--- src/rtl/fp_comp_pkg.sv ---
// Shared constants, leading-one helper and result word for the float compressor datapath.
// Default widths here match the fp_compress_pipe parameter defaults.
package fp_comp_pkg;

  localparam int DATA_W_DEF = 12;
  localparam int EXP_W_DEF  = 3;
  localparam int MANT_W_DEF = 4;

  localparam int EXP_MAX  = (1 << EXP_W_DEF) - 1;
  localparam int MANT_MAX = (1 << MANT_W_DEF) - 1;

  typedef struct packed {
    logic                  s;
    logic [EXP_W_DEF-1:0]  e;
    logic [MANT_W_DEF-1:0] f;
    logic                  sat;
  } fp_word_t;

  // Index of the most significant set bit; 0 when no bit is set.
  function automatic int lead_one_idx(input logic [31:0] v);
    int idx;
    idx = 0;
    for (int i = 0; i < 32; i++) begin
      if (v[i]) idx = i;
    end
    return idx;
  endfunction

endpackage

--- src/rtl/fp_comp_lod.sv ---
// Combinational leading-one detector for vectors up to 32 bits wide.
module fp_comp_lod
  import fp_comp_pkg::*;
#(
  parameter int W  = 11,
  parameter int PW = (W > 1) ? $clog2(W) : 1
) (
  input  logic [W-1:0]  vec,
  output logic [PW-1:0] idx
);

  assign idx = PW'(lead_one_idx(32'(vec)));

endmodule

--- src/rtl/fp_compress_pipe.sv ---
// Two-stage streaming linear-to-float compressor (sign, exponent, rounded mantissa, saturation).
// Define COMP_SAT_CNT_EN to add the sticky saturated-result counter on sat_count.
module fp_compress_pipe
  import fp_comp_pkg::*;
#(
  parameter int DATA_W = DATA_W_DEF,
  parameter int EXP_W  = EXP_W_DEF,
  parameter int MANT_W = MANT_W_DEF
`ifdef COMP_SAT_CNT_EN
  ,
  parameter int CNT_W  = 16
`endif
) (
  input  logic              clk,
  input  logic              rst_n,
  input  logic              in_valid,
  output logic              in_ready,
  input  logic [DATA_W-1:0] in_data,
  output logic              out_valid,
  input  logic              out_ready,
  output logic              out_s,
  output logic [EXP_W-1:0]  out_e,
  output logic [MANT_W-1:0] out_f,
  output logic              out_sat
`ifdef COMP_SAT_CNT_EN
  ,
  output logic [CNT_W-1:0]  sat_count
`endif
);

  localparam int MAG_W = DATA_W - 1;
  localparam int PW    = (MAG_W > 1) ? $clog2(MAG_W) : 1;
  localparam int EMAX  = (1 << EXP_W) - 1;

  logic              adv;
  logic              s_in;
  logic [DATA_W-1:0] neg_in;
  logic [DATA_W-1:0] mag_full;
  logic [MAG_W-1:0]  mag_in;
  logic [PW-1:0]     p_in;

  logic              s1_v;
  logic              s1_s;
  logic [MAG_W-1:0]  s1_mag;
  logic [PW-1:0]     s1_p;

  logic [31:0]       mag32;
  logic [31:0]       sh;
  logic [31:0]       e_raw;
  logic [MANT_W-1:0] f_trunc;
  logic              r_bit;
  logic [MANT_W:0]   f_sum;
  logic [EXP_W-1:0]  e_nxt;
  logic [MANT_W-1:0] f_nxt;
  logic              sat_nxt;

  assign adv      = !out_valid || out_ready;
  assign in_ready = adv;

  // Stage 1: sign-magnitude; the most-negative code clamps to the largest magnitude.
  assign s_in     = in_data[DATA_W-1];
  assign neg_in   = -in_data;
  assign mag_full = s_in ? neg_in : in_data;
  assign mag_in   = mag_full[DATA_W-1] ? {MAG_W{1'b1}} : mag_full[MAG_W-1:0];

  fp_comp_lod #(.W(MAG_W), .PW(PW)) u_lod (
    .vec (mag_in),
    .idx (p_in)
  );

  always_ff @(posedge clk or negedge rst_n) begin
    if (!rst_n) begin
      s1_v   <= 1'b0;
      s1_s   <= 1'b0;
      s1_mag <= '0;
      s1_p   <= '0;
    end else if (adv) begin
      s1_v <= in_valid;
      if (in_valid) begin
        s1_s   <= s_in;
        s1_mag <= mag_in;
        s1_p   <= p_in;
      end
    end
  end

  // Stage 2: mantissa window below the leading one, round half-up, then clamp.
  always_comb begin
    mag32   = 32'(s1_mag);
    sh      = '0;
    e_raw   = '0;
    f_trunc = '0;
    r_bit   = 1'b0;
    f_sum   = '0;
    e_nxt   = '0;
    f_nxt   = '0;
    sat_nxt = 1'b0;
    if (mag32 < (32'd1 << MANT_W)) begin
      f_trunc = MANT_W'(mag32);
    end else begin
      sh      = 32'(s1_p) - 32'(MANT_W) + 32'd1;
      e_raw   = sh;
      f_trunc = MANT_W'(mag32 >> sh);
      r_bit   = |(mag32 & (32'd1 << (sh - 32'd1)));
    end
    f_sum = {1'b0, f_trunc} + {{MANT_W{1'b0}}, r_bit};
    if (f_sum[MANT_W]) begin
      e_raw = e_raw + 32'd1;
      f_nxt = {1'b1, {(MANT_W-1){1'b0}}};
    end else begin
      f_nxt = f_sum[MANT_W-1:0];
    end
    if (e_raw > 32'(EMAX)) begin
      e_nxt   = '1;
      f_nxt   = '1;
      sat_nxt = 1'b1;
    end else begin
      e_nxt = EXP_W'(e_raw);
    end
  end

  always_ff @(posedge clk or negedge rst_n) begin
    if (!rst_n) begin
      out_valid <= 1'b0;
      out_s     <= 1'b0;
      out_e     <= '0;
      out_f     <= '0;
      out_sat   <= 1'b0;
    end else if (adv) begin
      out_valid <= s1_v;
      if (s1_v) begin
        out_s   <= s1_s;
        out_e   <= e_nxt;
        out_f   <= f_nxt;
        out_sat <= sat_nxt;
      end
    end
  end

`ifdef COMP_SAT_CNT_EN
  // Sticky at all ones so a long overload never reads back as a small count.
  always_ff @(posedge clk or negedge rst_n) begin
    if (!rst_n) begin
      sat_count <= '0;
    end else if (out_valid && out_ready && out_sat && (sat_count != '1)) begin
      sat_count <= sat_count + 1'b1;
    end
  end
`endif

endmodule

--- config.mk ---
export PLATFORM = sky130hd
export DESIGN_NAME = fp_compress_pipe
export DESIGN_NICKNAME = d
export VERILOG_FILES = /design/src/rtl/fp_comp_pkg.sv /design/src/rtl/fp_comp_lod.sv /design/src/rtl/fp_compress_pipe.sv
export SDC_FILE = /design/constraint.sdc
export NUM_CORES = 1
export LEC_CHECK = 0
export CAP_MARGIN = 20
export CORE_UTILIZATION = 52
export DETAILED_ROUTE_END_ITERATION = 10
export PLACE_DENSITY = 0.77
export SLEW_MARGIN = 20
export SYNTH_ARGS = -nofsm -noshare
export SYNTH_HDL_FRONTEND = slang
export SYNTH_SLANG_ARGS = --single-unit
--- constraint.sdc ---
create_clock -name clk -period 3.5 [get_ports clk]
set_input_delay 0.7 -clock clk [delete_from_list [all_inputs] [get_ports clk]]
set_output_delay 0.7 -clock clk [all_outputs]
set_load 0.02 [all_outputs]
Yosys cells after proc, flatten, opt, wreduce, memory -nomap -nowiden
Cells that the tools add are included.
{ "totals": {"reg_bits": 27, "mem_bits_ro": 0, "n_memories": 0, "output_inout_bits": 11, "elab_cells": 45, "latch_bits": 0, "mem_bits_rw": 0, "in_bits": 16} }
{ "classes": {"order_cmp": 2, "reduce_logical": 5, "n_mul": 0, "eq_ne": 0, "shifts": 2, "n_addsub": 6, "n_div": 0, "n_mux": 20, "n_bitwise": 1} }
{ "op_table": {"columns": ["op", "count"], "rows": [
  ["$mux W32", 2],
  ["$add A32 B1 Y32 const B", 1],
  ["$and A11 B32 Y32", 1],
  ["$gt A32 B3 Y1 const B", 1],
  ["$reduce_or A32 Y1", 1],
  ["$shl A1 B32 Y32 const A", 1],
  ["$shr A11 B32 Y4", 1],
  ["$mux W4", 6],
  ["$mux W3", 5],
  ["$mux W12", 1],
  ["$neg A12 Y12", 1],
  ["$lt A11 B5 Y1 const B", 1],
  ["$mux W11", 1],
  ["$sub A6 B2 Y7 const B", 1],
  ["$add A5 B2 Y6 const B", 1],
  ["$add A4 B1 Y5", 1],
  ["$sub A4 B3 Y5 const B", 1],
  ["$mux W2", 2],
  ["$reduce_and A2 Y1", 2],
  ["$mux W1", 3],
  ["$logic_not A1 Y1", 1],
  ["$logic_or A1 B1 Y1", 1]
]} }

Longest topological paths before layout
{ "logic_depth": {"word_depth": 13, "mapped_depth": 16, "mapped_depth_nobuf": 14} }

Hierarchy
A second synthesis with hierarchy kept.
{ "hier_totals": {"cells_unflattened": 292, "hier_area_um2": 2765.2} }
{ "by_module_without_submodules": {"columns": ["module", "area_each_um2", "seq_area_each_um2", "n_inst", "cells_per_inst"], "rows": [
  ["fp_compress_pipe", 2677.6, 675.6, 1, 277],
  ["fp_comp_lod", 87.6, 0.0, 1, 15]
]} }

Least setup slack after synthesis
No wires, ideal clock.
{ "synth_timing": {"kind": "reg2reg", "from": "reg s1_p[2]", "to": "reg out_f[0]", "setup_slack_ns": -0.219, "setup_ns": 0.134, "required_ns": 3.366, "n_path_buf": 2, "stages_incl_launch_ff": 16, "period_less_slack_ns": 3.719, "arrival_ns": 3.586, "cell_sequence": "dfrtp_1 buf_2 inv_1 ha_1 clkbuf_1 xnor2_1 mux4_2 o21ai_0 nand2b_1 a21oi_1 ha_1 ha_1 nor3b_2 a31o_4 mux2i_1 a21oi_1"} }
{ "synth_via": {"elab_chain_len": 11, "elab_cells_between_ends": 16, "classes_between": "5 x add/sub; 1 x order compare; 2 x shift; 6 x mux; 1 x bitwise; 1 x reduce/logical"} }
{ "synth_lines": {"columns": ["item", "line_no", "source"], "rows": [
  ["start, declared", "fp_compress_pipe.sv:45", "logic [PW-1:0] s1_p;"],
  ["start signal, assigned", "fp_compress_pipe.sv:82", "s1_p <= p_in;"],
  ["$sub A4 B3 Y5 (*)", "fp_compress_pipe.sv:101", "sh = 32'(s1_p) - 32'(MANT_W) + 32'd1;"],
  ["$add A5 B2 Y6 (*)", "fp_compress_pipe.sv:101", null],
  ["$sub A6 B2 Y7", "fp_compress_pipe.sv:104", "r_bit = |(mag32 & (32'd1 << (sh - 32'd1)));"],
  ["$shl A1 B32 Y32", "fp_compress_pipe.sv:104", null],
  ["$and A11 B32 Y32", "fp_compress_pipe.sv:104", null],
  ["$reduce_or A32 Y1", "fp_compress_pipe.sv:104", null],
  ["$mux W1", "fp_compress_pipe.sv:98", "if (mag32 < (32'd1 << MANT_W)) begin"],
  ["$add A4 B1 Y5", "fp_compress_pipe.sv:106", "f_sum = {1'b0, f_trunc} + {{MANT_W{1'b0}}, r_bit};"],
  ["$mux W32", "fp_compress_pipe.sv:107", "if (f_sum[MANT_W]) begin"],
  ["$gt A32 B3 Y1", "fp_compress_pipe.sv:113", "if (e_raw > 32'(EMAX)) begin"],
  ["$mux W4 (*)", "fp_compress_pipe.sv:113", null],
  ["end signal, assigned", "fp_compress_pipe.sv:134", "out_f <= f_nxt;"],
  ["end, declared", "fp_compress_pipe.sv:23", "output logic [MANT_W-1:0] out_f,"]
]} }
Every way passes the cells marked *; elsewhere a longest branch is shown, timed or not.
A chain may end at the register's enable or synchronous reset.

Worst setup path in the final report
{ "layout_timing": {"from": "reg s1_mag[6]", "to": "reg out_f[1]"} }
{ "layout_via": {"elab_chain_len": 7, "elab_cells_between_ends": 13, "classes_between": "2 x add/sub; 2 x order compare; 1 x shift; 6 x mux; 1 x bitwise; 1 x reduce/logical"} }
{ "layout_lines": {"columns": ["item", "line_no", "source"], "rows": [
  ["start, declared", "fp_compress_pipe.sv:44", "logic [MAG_W-1:0] s1_mag;"],
  ["start signal, assigned", "fp_compress_pipe.sv:81", "s1_mag <= mag_in;"],
  ["branches (longest 6 deep; another with $add A32 B1 Y32)", null, null],
  ["$mux W4 (*)", "fp_compress_pipe.sv:113", null]
]} }
Mark *: on every way between the ends.

==> results.md <==
- Gpl congestion: between 0.8 and 0.9
- CTS buffer count: 3
- Sink Count: 27
- Worst-path cell chain: or4_4 > or4_4 > and2_1 > ha_2 > or3_1 > mux2i_1 > a21oi_1 > a211o_1 > a21bo_1 > o22a_1
- Synthesized area per cell: around 8.4 um2
- Slowest cell on crit path: or4_4
- Family with the most delay on the worst path: simple AND/OR/NAND/NOR gates
- First-pass GRT wire length: ~11 mm
- Register bit count reported by yosys: 27
- GR Overflow Total: 0
- Final min period: 3.27 ns
- Drt pass-1 iters: 4
- Setup crit start kind: flop
- Vias in the first global route: roughly 2,400
- Pleak: 1.27 nW
- Final Cycle Share: 0.934
- Most used DFF post-synth: dfrtp_1
- Fill cells: about 420
- DRC: 0
- Final setup TNS: 0 ns
- Final wirelength: 6.36 mm
- Initial DRC count: around 180
- Synthesized Nets: 340
- Largest net degree at the start of global routing: 28
- Diode count: 0
- Critical path capture point type: flop
- Final setup viols: 0
- Initial Utilization: 0.545
- Adder-cell area share of the yosys netlist: 0.0672
- Post-detail-place hpwl: 4.96 mm
- Final Power: 1.76 mW
- Ports: 27
- Worst Max-Slew Pin Slew: 0.613 ns
- Top post-synthesis cells by area: dfrtp_1 (26%), ha_1 (6.7%), mux2i_1 (5.8%), nand2_1 (5.0%), nor2_1 (5.0%)
- RSZ-0062 raised after global routing: no
- Core Region: 0.00479 mm2
- Setup CP Type: reg -> reg
- Synth top area share: 0.259
- Final hold violations: 0
- Status: complete, no violations
- Clock root buffer: clkbuf_8
- CTS tree: done
- Wire per inst: 15.4 um
- Die width: 72.8 um
- Post-synthesis instance total: 310
- Slew Viols, Final: 0
- Nets@finish: 378
- Asr flop ratio synth: 1.00
- Vias: 2,514
- Combinational family with the most area after synthesis: simple AND/OR/NAND/NOR gates
- Synth unique cells: 66
- Pwr/cell area: 562 mW/mm2
- Htree depth: 1
- Setup Skew: 0.00299 ns
- Post-Synth XOR/XNOR Area: 0.0504
- Critical Path RT: 3.67 ns
- Reg2reg start: s1_mag[6]$_DFFE_PN0P_
- Layout cell share with drive strength beyond 1: 0.159
- Worst Setup SP: s1_mag[6]$_DFFE_PN0P_
- Min-delay src: s1_v$_DFFE_PN0N_
- Number of flops mapped to enable cells by yosys: 0
- Max Cap Viol: 0
- # hold bufs at CTS: 0
- Total track usage: 0.267
- Simple-Gate Fraction of Synth Area: 0.250
- Synth area leader: dfrtp_1
- Critical Path AT: 3.44 ns
- Worst path bufs/invs: 0
- Via density: 6.07
- CTS max path bufs: 2
- Area Overhead vs Synth: 20.2%
- IO buf count: 26
- Site Rows: 25
- Post-synth top cells: nand2_1 (35), nor2_1 (35), dfrtp_1 (27)
- Max_slew headroom: 0.586
- Yosys warning count: 0
- Compound-gate portion of the synthesized area: 0.210
- Crit-path max FO: 7
- Die area: around 0.0053 mm2
- Post-synthesis mux area share: 0.125
- Seq/Total Area, Yosys: 0.259
- Die Height: 72.8 um
- Worst skew pair latency: 0.27 ns
- ANT nets after route: 0
- Mapped Area: 0.00261 mm2
- Fmax: 306 MHz
- Most Frequent Cell on Critical Path: or4_4
- Clock transition at the registers of the reported paths: ~0.09 ns
- Crit-path max cell delay: 0.54 ns
- Maximum vdd drop: about 360 uV
- Worst min path class: reg -> reg
- Initial antenna violation count: 0
through the flow:
step                      setup WS [ns]  cell area [um2]   util  hold slack, ns  std cells
after CTS                         0.137             3100  0.648           0.471        414
after floorplan                  0.0144             2620      -           0.404        310
final                             0.232             3140  0.655           0.468        414
after global placement            0.196             3050  0.638           0.448        410
after global routing             0.0190             3140  0.655           0.510        414
after detailed placement          0.149             3050  0.638           0.456        410
logic make-up after synthesis:
| family | after synthesis |
|---|---|
| simple gates | 127 |
| buf+inv | 22 |
| compound gates | 78 |
| fa+ha+maj | 14 |
| flops | 27 |
| mux | 27 |
| xor+xnor | 15 |
routing by layer:
metal / wire length (um) / track usage / vias up
met4: 94 / 0.0915 / 0
met5: 0 / 0 / -
li1: - / - / 1240
met3: 350 / 0.0401 / 11
met2: 3040 / 0.428 / 64
met1: 2870 / 0.368 / 1199
final timing paths:
path	to	slack, ns	cells after the start
max	out_f[1]$_DFFE_PN0P_	0.23	10
min in group asynchronous	out_e[0]$_DFFE_PN0P_	0.79	2
max reg2reg	out_f[1]$_DFFE_PN0P_	0.23	10
min	out_valid$_DFFE_PN0N_	0.47	2
max in group asynchronous	s1_p[1]$_DFFE_PN0P_	2.43	2
min reg2reg	out_valid$_DFFE_PN0N_	0.47	2
registers in the layout (all words and copies together) (netlist names):
register / cells
out_e: 3
out_f: 4
out_s: 1
out_sat: 1
out_valid: 1
s1_mag: 11
s1_p: 4
s1_s: 1
s1_v: 1
cells in the final DEF (no fill, tap or decap), types with 9 or more instances in the layout:
cell,n
nand2_1,35
dfrtp_1,26
nor2_1,35
a21oi_1,14
mux2_2,9
buf_4,22
o21ai_0,15
mux2i_1,15
clkdlybuf4s50_1,26
nand3_1,11
a31oi_1,10
ha_1,12
cell type report:
class | count | area, um2 | share of cell area
Clock inverter | 1 | 5.00 | 0.00160
Sequential cell | 27 | 677 | 0.216
Multi-Input combinational cell | 261 | 1880 | 0.599
Clock buffer | 3 | 41.3 | 0.0132
Tap cell | 67 | 83.8 | 0.0267
Inverter | 7 | 26.3 | 0.00838
Timing Repair Buffer | 48 | 425 | 0.136
report_power, final:
part	leakage, nW	total [mW]	switching (mW)	internal, mW
clock network	0.0255	0.178	0.0981	0.0799
logic	0.942	1.12	0.589	0.534
registers	0.306	0.459	0.0665	0.393
tightest hold or removal path: stages (launching register included):
cell,delay (ns)
dfrtp_1,0.35
inv_1,0.05
nand2_1,0.05
repair_timing:
item / CTS / global route
hold endpoints to repair: 0 / 0
setup endpoints to repair: 0 / 7
setup buffers: 0 / 0
gates resized for setup: 0 / 8
Note: power is estimated with default switching activity, not from simulation.
